--- config.mk ---
export PLATFORM = sky130hd
export DESIGN_NAME = fp_expr_seq
export DESIGN_NICKNAME = d
export VERILOG_FILES = /design/src/rtl/fp_expr_seq.sv
export SDC_FILE = /design/constraint.sdc
export NUM_CORES = 1
export LEC_CHECK = 0
export CELL_PAD_IN_SITES_DETAIL_PLACEMENT = 1
export CELL_PAD_IN_SITES_GLOBAL_PLACEMENT = 1
export CORE_MARGIN = 4
export CORE_UTILIZATION = 43
export DETAILED_ROUTE_END_ITERATION = 8
export GPL_TIMING_DRIVEN = 0
export MAX_ROUTING_LAYER = met4
export PLACE_DENSITY_LB_ADDON = 0.1
export SLEW_MARGIN = 25
export SYNTH_ARGS = -nofsm -noshare
export SYNTH_HDL_FRONTEND = slang
export SYNTH_SLANG_ARGS = --single-unit
--- constraint.sdc ---
create_clock -name clk -period 2.45 [get_ports clk]
set_input_delay 0.3675 -clock clk [delete_from_list [all_inputs] [get_ports clk]]
set_output_delay 0.3675 -clock clk [all_outputs]
set_load 0.02 [all_outputs]
--- src/rtl/fp_expr_seq.sv ---
// Sequencer for y = A*x + x^2 * cos((x - C) * K) over shared external mul/add/cos units.
// Optional per-wait watchdog is compiled in with FP_EXPR_SEQ_TIMEOUT_EN.
module fp_expr_seq #(
  parameter logic [31:0] COEF_A         = 32'h3F000000,
  parameter logic [31:0] OFFSET_C       = 32'h43000000,
  parameter logic [31:0] SCALE_K        = 32'h3C000000,
  parameter int          FIFO_DEPTH     = 4,
  parameter int          TIMEOUT_CYCLES = 1024
) (
  input  logic        clk,
  input  logic        rst_n,
  input  logic        in_valid,
  output logic        in_ready,
  input  logic [31:0] in_data,
  output logic        out_valid,
  input  logic        out_ready,
  output logic [31:0] out_data,
  output logic        busy,
  output logic        err,
  output logic        mul_start,
  output logic [31:0] mul_a,
  output logic [31:0] mul_b,
  input  logic        mul_done,
  input  logic [31:0] mul_result,
  output logic        add_start,
  output logic [31:0] add_a,
  output logic [31:0] add_b,
  output logic        add_sub,
  input  logic        add_done,
  input  logic [31:0] add_result,
  output logic        cos_start,
  output logic [31:0] cos_arg,
  input  logic        cos_done,
  input  logic [31:0] cos_result
);

  localparam int          AW        = (FIFO_DEPTH > 1) ? $clog2(FIFO_DEPTH) : 1;
  localparam logic [AW:0] DEPTH_CNT = (AW + 1)'(FIFO_DEPTH);
  localparam logic [AW:0] CNT_ONE   = (AW + 1)'(1);
  localparam logic [31:0] QNAN      = 32'h7FC00000;

  localparam logic [2:0] S_IDLE = 3'd0;
  localparam logic [2:0] S_1    = 3'd1;
  localparam logic [2:0] S_2    = 3'd2;
  localparam logic [2:0] S_3    = 3'd3;
  localparam logic [2:0] S_4    = 3'd4;
  localparam logic [2:0] S_5    = 3'd5;
  localparam logic [2:0] S_OUT  = 3'd6;

  logic [31:0]   fifo_mem [FIFO_DEPTH];
  logic [AW-1:0] wr_ptr_reg, rd_ptr_reg;
  logic [AW:0]   count_reg, count_next;
  logic          in_ready_reg;
  logic          push, pop;

  logic [2:0]  state_reg, state_next;
  logic        first_reg, first_next;
  logic        mul_pend_reg, add_pend_reg, cos_pend_reg;
  logic        mul_pend_next, add_pend_next, cos_pend_next;
  logic [31:0] x_reg, sq_reg, d_reg, t_reg, c_reg, h_reg, p_reg, out_data_reg;
  logic        in_wait, advance, timeout_hit;
  logic        mul_hit, add_hit, cos_hit;

  // in_ready comes from a register, so a pop never reaches it combinationally
  assign push     = in_valid && in_ready_reg;
  assign pop      = (state_reg == S_IDLE) && (count_reg != '0);
  assign in_ready = in_ready_reg;

  always_comb begin
    count_next = count_reg;
    if (push && !pop)
      count_next = count_reg + CNT_ONE;
    else if (!push && pop)
      count_next = count_reg - CNT_ONE;
  end

  always_ff @(posedge clk) begin
    if (push)
      fifo_mem[wr_ptr_reg] <= in_data;
  end

  always_ff @(posedge clk or negedge rst_n) begin
    if (!rst_n) begin
      wr_ptr_reg   <= '0;
      rd_ptr_reg   <= '0;
      count_reg    <= '0;
      in_ready_reg <= 1'b0;
    end else begin
      if (push)
        wr_ptr_reg <= wr_ptr_reg + AW'(1);
      if (pop)
        rd_ptr_reg <= rd_ptr_reg + AW'(1);
      count_reg    <= count_next;
      in_ready_reg <= (count_next < DEPTH_CNT);
    end
  end

  assign in_wait = (state_reg >= S_1) && (state_reg <= S_5);
  assign mul_hit = mul_done && mul_pend_reg;
  assign add_hit = add_done && add_pend_reg;
  assign cos_hit = cos_done && cos_pend_reg;

  // Leave a wait state once every unit issued in it has reported back
  assign advance = in_wait && !first_reg
                   && !(mul_pend_reg && !mul_done)
                   && !(add_pend_reg && !add_done)
                   && !(cos_pend_reg && !cos_done);

  assign mul_start = first_reg && ((state_reg == S_1) || (state_reg == S_2) ||
                                   (state_reg == S_3) || (state_reg == S_4));
  assign add_start = first_reg && ((state_reg == S_1) || (state_reg == S_5));
  assign cos_start = first_reg && (state_reg == S_3);

  always_comb begin
    mul_a   = '0;
    mul_b   = '0;
    add_a   = '0;
    add_b   = '0;
    add_sub = 1'b0;
    cos_arg = '0;
    case (state_reg)
      S_1: begin
        mul_a   = x_reg;
        mul_b   = x_reg;
        add_a   = x_reg;
        add_b   = OFFSET_C;
        add_sub = 1'b1;
      end
      S_2: begin
        mul_a = d_reg;
        mul_b = SCALE_K;
      end
      S_3: begin
        mul_a   = COEF_A;
        mul_b   = x_reg;
        cos_arg = t_reg;
      end
      S_4: begin
        mul_a = sq_reg;
        mul_b = c_reg;
      end
      S_5: begin
        add_a = h_reg;
        add_b = p_reg;
      end
      default: ;
    endcase
  end

  always_comb begin
    state_next    = state_reg;
    first_next    = 1'b0;
    mul_pend_next = first_reg ? mul_start : (mul_pend_reg && !mul_done);
    add_pend_next = first_reg ? add_start : (add_pend_reg && !add_done);
    cos_pend_next = first_reg ? cos_start : (cos_pend_reg && !cos_done);
    case (state_reg)
      S_IDLE: begin
        if (pop) begin
          state_next = S_1;
          first_next = 1'b1;
        end
      end
      S_1, S_2, S_3, S_4, S_5: begin
        if (advance) begin
          state_next = state_reg + 3'd1;
          first_next = (state_reg != S_5);
        end else if (timeout_hit) begin
          state_next    = S_OUT;
          mul_pend_next = 1'b0;
          add_pend_next = 1'b0;
          cos_pend_next = 1'b0;
        end
      end
      S_OUT: begin
        if (out_ready)
          state_next = S_IDLE;
      end
      default: state_next = S_IDLE;
    endcase
  end

  always_ff @(posedge clk or negedge rst_n) begin
    if (!rst_n) begin
      state_reg    <= S_IDLE;
      first_reg    <= 1'b0;
      mul_pend_reg <= 1'b0;
      add_pend_reg <= 1'b0;
      cos_pend_reg <= 1'b0;
      x_reg        <= '0;
      sq_reg       <= '0;
      d_reg        <= '0;
      t_reg        <= '0;
      c_reg        <= '0;
      h_reg        <= '0;
      p_reg        <= '0;
      out_data_reg <= '0;
    end else begin
      state_reg    <= state_next;
      first_reg    <= first_next;
      mul_pend_reg <= mul_pend_next;
      add_pend_reg <= add_pend_next;
      cos_pend_reg <= cos_pend_next;
      if (pop)
        x_reg <= fifo_mem[rd_ptr_reg];
      if (mul_hit) begin
        case (state_reg)
          S_1:     sq_reg <= mul_result;
          S_2:     t_reg  <= mul_result;
          S_3:     h_reg  <= mul_result;
          S_4:     p_reg  <= mul_result;
          default: ;
        endcase
      end
      // The adder is only ever pending in S1 (difference) or S5 (final sum)
      if (add_hit) begin
        if (state_reg == S_1)
          d_reg <= add_result;
        else
          out_data_reg <= add_result;
      end
      if (cos_hit)
        c_reg <= cos_result;
      if (timeout_hit)
        out_data_reg <= QNAN;
    end
  end

`ifdef FP_EXPR_SEQ_TIMEOUT_EN
  localparam int WD_W = $clog2(TIMEOUT_CYCLES + 1);

  logic [WD_W-1:0] wd_cnt_reg;
  logic            err_reg;

  assign timeout_hit = in_wait && !advance && (wd_cnt_reg == WD_W'(TIMEOUT_CYCLES - 1));

  always_ff @(posedge clk or negedge rst_n) begin
    if (!rst_n) begin
      wd_cnt_reg <= '0;
      err_reg    <= 1'b0;
    end else begin
      if (state_next != state_reg)
        wd_cnt_reg <= '0;
      else if (in_wait)
        wd_cnt_reg <= wd_cnt_reg + WD_W'(1);
      if (timeout_hit)
        err_reg <= 1'b1;
    end
  end

  assign err = err_reg;
`else
  assign timeout_hit = 1'b0;
  assign err         = 1'b0;
`endif

  assign out_valid = (state_reg == S_OUT);
  assign out_data  = out_data_reg;
  assign busy      = (state_reg != S_IDLE);

endmodule
Word-level counts from Yosys, hierarchy flattened
Memories as Yosys holds them, arrays and structs flattened. A register that Yosys moved wholly into a read port is not among the register bits.
Cells that the tools add are included.
{"block": "classes", "add_sub_neg": 5, "magnitude_cmp": 3, "n_eq_ne": 10, "muxes": 20, "n_bitwise": 1, "reduce_logical": 44}
{"op": "case mux 32 bit (2 select lines)", "count": 2}
{"op": "case mux 32 bit (4 select lines)", "count": 1}
{"op": "case mux 32 bit (3 select lines)", "count": 1}
{"op": "2-to-1 mux 32 bit", "count": 1}
{"op": "logical AND 1 bit", "count": 18}
{"op": "2-to-1 mux 3 bit", "count": 5}
{"op": "AND reduction 2 bit", "count": 6}
{"op": "zero test 1 bit", "count": 10}
{"op": "equality test 3 bit (second input constant)", "count": 3}
{"op": "case mux 3 bit (3 select lines)", "count": 1}
{"op": "2-to-1 mux 1 bit", "count": 8}
{"op": "adder 3 x 1 -> 3 bit (second input constant)", "count": 2}
{"op": "equality test 3 x 2 -> 1 bit (second input constant)", "count": 2}
{"op": "nonzero test 3 bit", "count": 2}
{"op": "OR reduction 5 bit", "count": 1}
{"op": "adder 2 x 1 -> 2 bit (second input constant)", "count": 2}
{"op": "logical OR 1 bit", "count": 4}
{"op": "!= test 2 bit (second input constant)", "count": 2}
{"op": "equality test 3 x 1 -> 1 bit (second input constant)", "count": 1}
{"op": "greater-or-equal comparator 3 x 1 -> 1 bit (second input constant)", "count": 1}
{"op": "less-or-equal comparator 3 bit (second input constant)", "count": 1}
{"op": "zero test 3 bit", "count": 1}
{"op": "less-than comparator 3 bit (second input constant)", "count": 1}
{"op": "!= test 3 bit (second input constant)", "count": 1}
{"op": "other kinds (6)", "count": 6}
{"block": "totals", "ff_bits": 239, "mem_bits_rw": 128, "inputBits": 135, "out_inout_bits": 200, "wordCells": 100, "n_memories": 1}
{"memory": "fifo_mem", "depth": 4, "width": 32, "rd": 1, "rd_clocked_by_memory_dff": 1, "write_ports": 1, "line_no": "50", "source": "logic [31:0] fifo_mem [FIFO_DEPTH];"}

Depth between registers and ports, before layout
Gate-level depths: netlist of the first run.
{"block": "logic_depth", "ltp_word": 8, "ltp_mapped": 11, "ltp_nobuf": 10}

Least setup slack after synthesis of the first run
No wires, ideal clock.
{"block": "synth_timing", "kind": "flip-flop to flip-flop", "start": "register state_reg[0]", "end": "register in_ready_reg, in the netlist in_ready", "setup_ps": 121, "arrival_time_ps": 1902, "t_required_ps": 2329, "path_slack_ps": 427, "path_stages_with_launch": 11, "n_path_buf": 1, "period_less_slack_ps": 2023, "path_cell_list": "dfrtp_1 > inv_1 > ha_1 > nand2_2 > a21oi_4 > buf_4 > inv_1 > ha_1 > a21oi_1 > xnor2_1 > inv_1"}
{"block": "synth_via", "elab_chain_cells": 6, "word_cells_on_any_way": 8, "classes_between": "order compare: 1; mux: 2; reduce/logical: 5"}
{"item": "start: declaration", "line_no": "56", "source": "logic [2:0] state_reg, state_next;"}
{"item": "start signal: assignment", "line_no": "198", "source": "state_reg <= state_next;"}
{"item": "zero test 3 bit *", "line_no": "66", "source": "assign pop = (state_reg == S_IDLE) && (count_reg != '0);"}
{"item": "logical AND 1 bit *", "line_no": "66"}
{"item": "named net pop", "line_no": "54", "source": "logic push, pop;"}
{"item": "logical AND 1 bit or zero test 1 bit (tied branches)", "line_no": "73, 71"}
{"item": "2-to-1 mux 3 bit or logical AND 1 bit (tied branches)", "line_no": "73, 71"}
{"item": "2-to-1 mux 3 bit *", "line_no": "71", "source": "if (push && !pop)"}
{"item": "named net count_next[2]", "line_no": "52", "source": "logic [AW:0] count_reg, count_next;"}
{"item": "less-than comparator 3 bit *", "line_no": "94", "source": "in_ready_reg <= (count_next < DEPTH_CNT);"}
{"item": "end signal: assignment", "line_no": "94"}
{"item": "end: declaration", "line_no": "53", "source": "logic in_ready_reg;"}
The timed path passes the listed nets; every way through them passes the cells marked *.
A chain may end at the register's enable or synchronous reset.

Final worst setup path of the first run
{"block": "layout_timing", "start": "register state_reg[0]", "end": "output port mul_b[20]"}
{"block": "layout_via", "elab_chain_cells": 3, "word_cells_on_any_way": 6, "classes_between": "eq/ne: 4; mux: 1; reduce/logical: 1"}
{"item": "equality test 3 x 2 -> 1 bit or equality test 3 x 1 -> 1 bit (tied branches)", "line_no": "121", "source": "case (state_reg)"}
{"item": "OR reduction 2 bit (no line)"}
{"item": "case mux 32 bit (3 select lines) *", "line_no": "121"}
{"item": "end: declaration", "line_no": "22", "source": "output logic [31:0] mul_b,"}
Every way passes the cells marked *; elsewhere a longest branch is shown, timed or not.

==> results.json, run 1 <==
{
  "clock-sinks": 399,
  "finClkSkew_ps": 16.4,
  "wl_per_cell_um": 25.8,
  "antenna_found_initial": 5,
  "cap_violations": 0,
  "slowest_stage": "dfrtp_2",
  "syn2layout_area_growth_pct": 38.3,
  "cp.required_ps": 2080,
  "ys_warn_count": 0,
  "layout-drive-gt1-share_pct": 44.7,
  "synthCells": 1101,
  "drt-vias-per-instance": 5.33,
  "async_flop_share_pct": 67.9,
  "cts.path.max_buffers": 3,
  "power_frac_comb_pct": 43.4,
  "start_util_pct": 43.5,
  "largest_reg_flops": 128,
  "syn-mean-instance-area_um2": 15.3,
  "syn_area_um2": 16900,
  "gp_routability_congestion": 0.832,
  "ioPinCount": 335,
  "dieWidth_um": 206,
  "grt_pass1_wl_mm": 77.9,
  "grt_max_degree": 79,
  "grt_util_all_layers_pct": 25.4,
  "ys_top_cells_by_count": "dfrtp_1 (271), mux2_2 (256), edfxtp_1 (128)",
  "nets": 1667,
  "dieArea_um2": 42500,
  "synth_top_area_share_pct": 40.2,
  "fillCellCount": 3712,
  "p_int_mw": 20.0,
  "clk_pin_slew_ps": 60,
  "slew_headroom_pct": 43.9,
  "reg2reg_from": "state_reg[1]",
  "setup_viol": 65,
  "ys_seq_area_share_pct": 63.0,
  "power.density_nw_per_um2": 1330,
  "cp_max_fo": 7,
  "via_count": 11066,
  "synth_seq_cells": 399,
  "finalWorstSetupSlack_ps": -105,
  "whs_ps": 328,
  "dp_hpwl_mm": 38.6,
  "multiInputGateArea_um2": 6180,
  "grt_pass1_vias": 11961,
  "slowest_delay_ps": 460,
  "crit_buf_inv": 4,
  "routed_wl_mm": 53.6,
  "htreeDepth": 2,
  "critPathKind": "reg2out",
  "synth_top_flop_cell": "dfrtp_1",
  "violations": "setup timing",
  "port_buffers": 333,
  "crit_chain": "inv_4 -> ha_4 -> and2_4 -> buf_12 -> clkbuf_16 -> a22o_1 -> buf_6",
  "min_period_ps": 2550,
  "startpoint_type": "flip-flop",
  "grt_overflow": 0,
  "yosysTopAreaCell": "dfrtp_1",
  "synth_area_leaders": "dfrtp_1 (40%), edfxtp_1 (23%), mux2_2 (17%), mux4_2 (4.3%), mux2i_1 (1.7%)",
  "worstSetupPathDepth": 7,
  "clk_latency_ps": 560,
  "cts_buffers": 44,
  "p_clk_share_pct": 21.5,
  "power_mw": 31.1,
  "path_delay_family": "buffers and inverters",
  "p_seq_share_pct": 35.2,
  "synth.distinct_cells": 44,
  "rsz0062_at_grt": "true",
  "rows": 72,
  "switching_share_pct": 35.8,
  "tightest_slew_ps": 841,
  "drt-pass1-iter-count": 5,
  "hold_violations": 0,
  "peakVddDrop_uv": 779,
  "reg2reg_depth": 7,
  "status": "complete, but fails checks",
  "hold_path_class": "in2async",
  "top_register": "fifo_mem",
  "cts_tree": "yes",
  "drv_slew": 0,
  "ant_nets": 0,
  "fmax_mhz": 391,
  "syn-num-nets": 1250,
  "synth_edf_count": 128,
  "leakage_nw": 10.1,
  "dieHeight_um": 206,
  "drt_iter0_drc": 522,
  "root_buffer": "clkbuf_16",
  "crit_arrival_ps": 2190,
  "yosys.cell_count.top_type": "dfrtp_1",
  "endpoint_kind": "output pin",
  "fp.coreArea_um2": 38700,
  "fin_crit_sh_pct": 104,
  "power_switching_mw": 11.1,
  "drc": 0,
  "cp-startpoint": "state_reg[0]",
  "seqCellArea_um2": 10600
}
==> metrics by stage <==
stage / cell area [µm²] / utilization, % / worst slack (ps) / cells / setup TNS [ps]
after floorplan: 16900 / - / 427 / 1101 / 0
after global placement: 20800 / 53.8 / -11330 / 1952 / -3186900
after detailed placement: 21000 / 54.3 / -1190 / 1959 / -85160
after CTS: 23000 / 59.3 / -129 / 2059 / -8190
after global routing: 23300 / 60.2 / -168 / 2074 / -8600
final: 23300 / 60.2 / -105 / 2075 / -3920
==> cell usage in the layout (no fill, tap or decap), drive strengths merged, types with 2 or more instances in the layout <==
cell type      instances
buf                  238
xnor2                  4
o21bai                 2
a22oi                 32
edfxtp               128
nor4                   2
a21oi                 11
nand2b                 3
inv                   13
clkinv                15
nor2b                 32
or4                    2
and2                  37
a22o                  32
nand2                 68
bufinv                 3
a221o                  4
clkdlybuf4s50        166
nor2                   5
o21a                   3
dfrtp                271
mux4                  32
mux2i                 29
diode                  5
clkbuf                92
mux2                 256
o21ai                  4
and3                  33
nand3                  7
ha                    14
dlymetal6s2s           2
==> cells by family (layout without fill, tap and decap cells) <==
family / after synthesis / in the layout / share of synthesized area [%]
and+or+nand+nor: 191 / 191 / 5.99
other: 1 / 6 / 0.0222
buffers and inverters: 81 / 532 / 2.20
xor gates and xnor gates: 5 / 5 / 0.304
AOI/OAI and AO/OA: 93 / 93 / 4.35
adders and majority gates: 14 / 14 / 1.04
DFF: 399 / 399 / 63.0
muxes: 317 / 317 / 23.1
==> layout make-up <==
type | instances | area share (%)
repair buffers | 371 | 15.4
plain buffers | 69 | 3.18
inverters | 12 | 0.247
well taps | 518 | 2.78
clock inverters | 19 | 0.794
multi-input cells | 621 | 26.5
clock buffers | 61 | 5.47
diodes | 5 | 0.0537
flip-flops and latches | 399 | 45.6
==> power groups by stage <==
stage / registers [mW] / clock network, mW / logic [mW]
2_1_floorplan: 10.5 / 0 / 7.02
3_3_place_gp: 10.8 / 0 / 12.0
3_5_place_dp: 10.9 / 0 / 12.4
4_1_cts: 10.8 / 6.82 / 12.9
5_1_grt: 11.2 / 7.10 / 14.3
6_report: 10.9 / 6.67 / 13.5
==> what timing repair did <==
action,in CTS,in global routing
hold endpoints to repair,51,0
buffers inserted,14,8
hold buffers,1,0
pin swaps,18,16
resized for setup,865,184
gates cloned,5,3
endpoints found under the setup margin,176,148
==> path summary, 6_finish.rpt <==
kind / to / slack, ps
hold reg to reg: t_reg[9] / 500
setup reg to reg: out_data[17] / 40
hold / removal: t_reg[28] / 330
max in group asynchronous: c_reg[10] / 660
min in group clk: c_reg[19] / 410
setup / recovery: mul_b[20] / -100
==> metal layers <==
| metal | wire (µm) | global-route usage [%] |
|---|---|---|
| met2 | 27100 | 41.6 |
| met1 | 22200 | 32.5 |
| met4 | 1420 | 7.63 |
| met3 | 2870 | 4.75 |
| met5 | 0 | - |
Note: power is estimated with default switching activity, not from simulation.
==> run 2: changes to the inputs <==
--- a/config.mk
+++ b/config.mk
@@ -7,8 +7,10 @@
 export LEC_CHECK = 0
 export CELL_PAD_IN_SITES_DETAIL_PLACEMENT = 1
 export CELL_PAD_IN_SITES_GLOBAL_PLACEMENT = 1
+export CORE_ASPECT_RATIO = 1.5
 export CORE_MARGIN = 4
 export CORE_UTILIZATION = 43
+export CTS_CLUSTER_DIAMETER = 100
 export DETAILED_ROUTE_END_ITERATION = 8
 export GPL_TIMING_DRIVEN = 0
 export MAX_ROUTING_LAYER = met4
==> run 2 against run 1 <==
Effect of this change: sequential power hardly changed; wire length is 1.1% higher; fmax decreased by 0.12%; clock power is 10% lower; non-clock buffer count up 10; the flow still finishes with violations (setup timing); clock skew increased by 8.4 ps; die area rose by 0.15%; critical path type unchanged; sequential share of layout area increased by 0.14 points; core utilization about the same.
==> results.json, run 2 (synthesis results as in run 1) <==
{
  "p_int_mw": 19.4,
  "grt_pass1_wl_mm": 77.9,
  "slowest_stage": "dfrtp_2",
  "via_count": 11079,
  "reg2reg_from": "state_reg[1]",
  "crit_chain": "ha_4 -> ha_4 -> buf_12 -> nor4_4 -> nor2b_1 -> buf_4",
  "crit_buf_inv": 2,
  "power_frac_comb_pct": 44.7,
  "port_buffers": 333,
  "cp-startpoint": "state_reg[0]",
  "status": "complete, but fails checks",
  "min_period_ps": 2560,
  "p_seq_share_pct": 35.7,
  "clock-sinks": 399,
  "violations": "setup timing",
  "dieHeight_um": 251,
  "grt_util_all_layers_pct": 25.0,
  "cts.path.max_buffers": 3,
  "ioPinCount": 335,
  "rsz0062_at_grt": "true",
  "largest_reg_flops": 128,
  "top_usage_layer": "met2",
  "fillCellCount": 3600,
  "seqCellArea_um2": 10600,
  "critPathKind": "reg2out",
  "fp.coreArea_um2": 38600,
  "gr-usage-met3_pct": 3.14,
  "ant_nets": 0,
  "gp_routability_congestion": 0.842,
  "grt_use_met2_pct": 43.5,
  "finalWorstSetupSlack_ps": -108,
  "antenna_found_initial": 4,
  "clk_pin_slew_ps": 60,
  "dieWidth_um": 170,
  "drt-pass1-iter-count": 4,
  "slew_headroom_pct": 45.5,
  "cap_violations": 0,
  "root_buffer": "clkbuf_16",
  "switching_share_pct": 36.2,
  "htreeDepth": 2,
  "fin_crit_sh_pct": 104,
  "multiInputGateArea_um2": 6180,
  "power.density_nw_per_um2": 1310,
  "startpoint_type": "flip-flop",
  "layout_common_cells": "dfrtp_1 (268), mux2_2 (256), clkdlybuf4s50_1 (166), edfxtp_1 (128), buf_4 (68)",
  "hold_violations": 0,
  "grt_overflow": 0,
  "finClkSkew_ps": 24.8,
  "cp_max_fo": 7,
  "cts_buffers": 40,
  "dp_hpwl_mm": 38.6,
  "cts_tree": "yes",
  "drt-vias-per-instance": 5.40,
  "grt_util_met1_pct": 29.9,
  "drt_iter0_drc": 643,
  "leakage_nw": 9.94,
  "setup_viol": 73,
  "crit_arrival_ps": 2190,
  "rows": 88,
  "tightest_slew_ps": 818,
  "grt_pass1_vias": 12137,
  "endpoint_kind": "output pin",
  "final_common_cell": "dfrtp_1",
  "routed_wl_mm": 54.2,
  "layout-drive-gt1-share_pct": 44.4,
  "dieArea_um2": 42500,
  "peakVddDrop_uv": 713,
  "p_clk_share_pct": 19.6,
  "drc": 0,
  "clk_latency_ps": 550,
  "cp.required_ps": 2080,
  "nets": 1674,
  "syn2layout_area_growth_pct": 37.8,
  "wl_per_cell_um": 26.4,
  "hold_path_class": "in2async",
  "power_mw": 30.5,
  "whs_ps": 325,
  "grt_max_degree": 83,
  "start_util_pct": 43.6,
  "drv_slew": 0,
  "slowest_delay_ps": 470,
  "power_switching_mw": 11.0,
  "fmax_mhz": 391,
  "cpMostUsedCell": "ha_4",
  "path_delay_family": "flip-flops",
  "top_register": "fifo_mem"
}
## run 2: worst paths after layout
check	to	slack (ps)	cells past startpoint
worst min register to register	t_reg[11]	500	1
min in group clk	c_reg[25]	440	2
worst min-delay path	t_reg[27]	330	2
worst max-delay path	mul_start	-110	6
worst max register to register	out_data[17]	70	7
max in group asynchronous	t_reg[5]	590	5
## run 2: final cells by class
class	count	area share [%]
Antenna cell	4	0.0431
Buffer	68	3.19
Clock buffer	54	4.79
Clock inverter	16	0.587
Inverter	12	0.237
Multi-Input combinational cell	622	26.6
Sequential cell	399	45.7
Tap cell	495	2.66
Timing Repair Buffer	382	16.2
## run 2: per-stage QoR
step | area, µm² | setup WS, ps | cells | setup TNS, ps | utilization (%)
2_1_floorplan | 16900 | 427 | 1101 | 0 | -
3_3_place_gp | 20800 | -11250 | 1929 | -3160710 | 53.9
3_5_place_dp | 21000 | -927 | 1936 | -84970 | 54.3
4_1_cts | 22700 | -147 | 2026 | -7290 | 58.8
5_1_grt | 23200 | -138 | 2052 | -7500 | 60.2
6_report | 23200 | -108 | 2052 | -2160 | 60.2
## run 2: routing by layer
metal	wire length, µm	up-vias	share of wire [%]
met1	20800	5774	38
met4	1800	0	3.3
li1	-	4911	-
met5	0	-	0
met2	29200	303	54
met3	2390	91	4.4
## run 2: power groups by stage
stage	combinational, mW	sequential, mW	clock (mW)
after floorplan	7.02	10.5	0
after global placement	12.1	10.7	0
after detailed placement	12.5	10.8	0
after CTS	12.9	10.7	6.11
after global routing	14.4	11.1	6.38
final	13.6	10.9	5.97
## run 2: timing repair
| item | 4_1_cts | 5_1_grt |
|---|---|---|
| gates cloned | 3 | 8 |
| endpoints found under the setup margin | 168 | 163 |
| setup buffers | 16 | 15 |
| endpoints found under the hold margin | 53 | 0 |
| hold buffers | 1 | 0 |
| pin swaps | 2 | 11 |
| resized for setup | 802 | 154 |
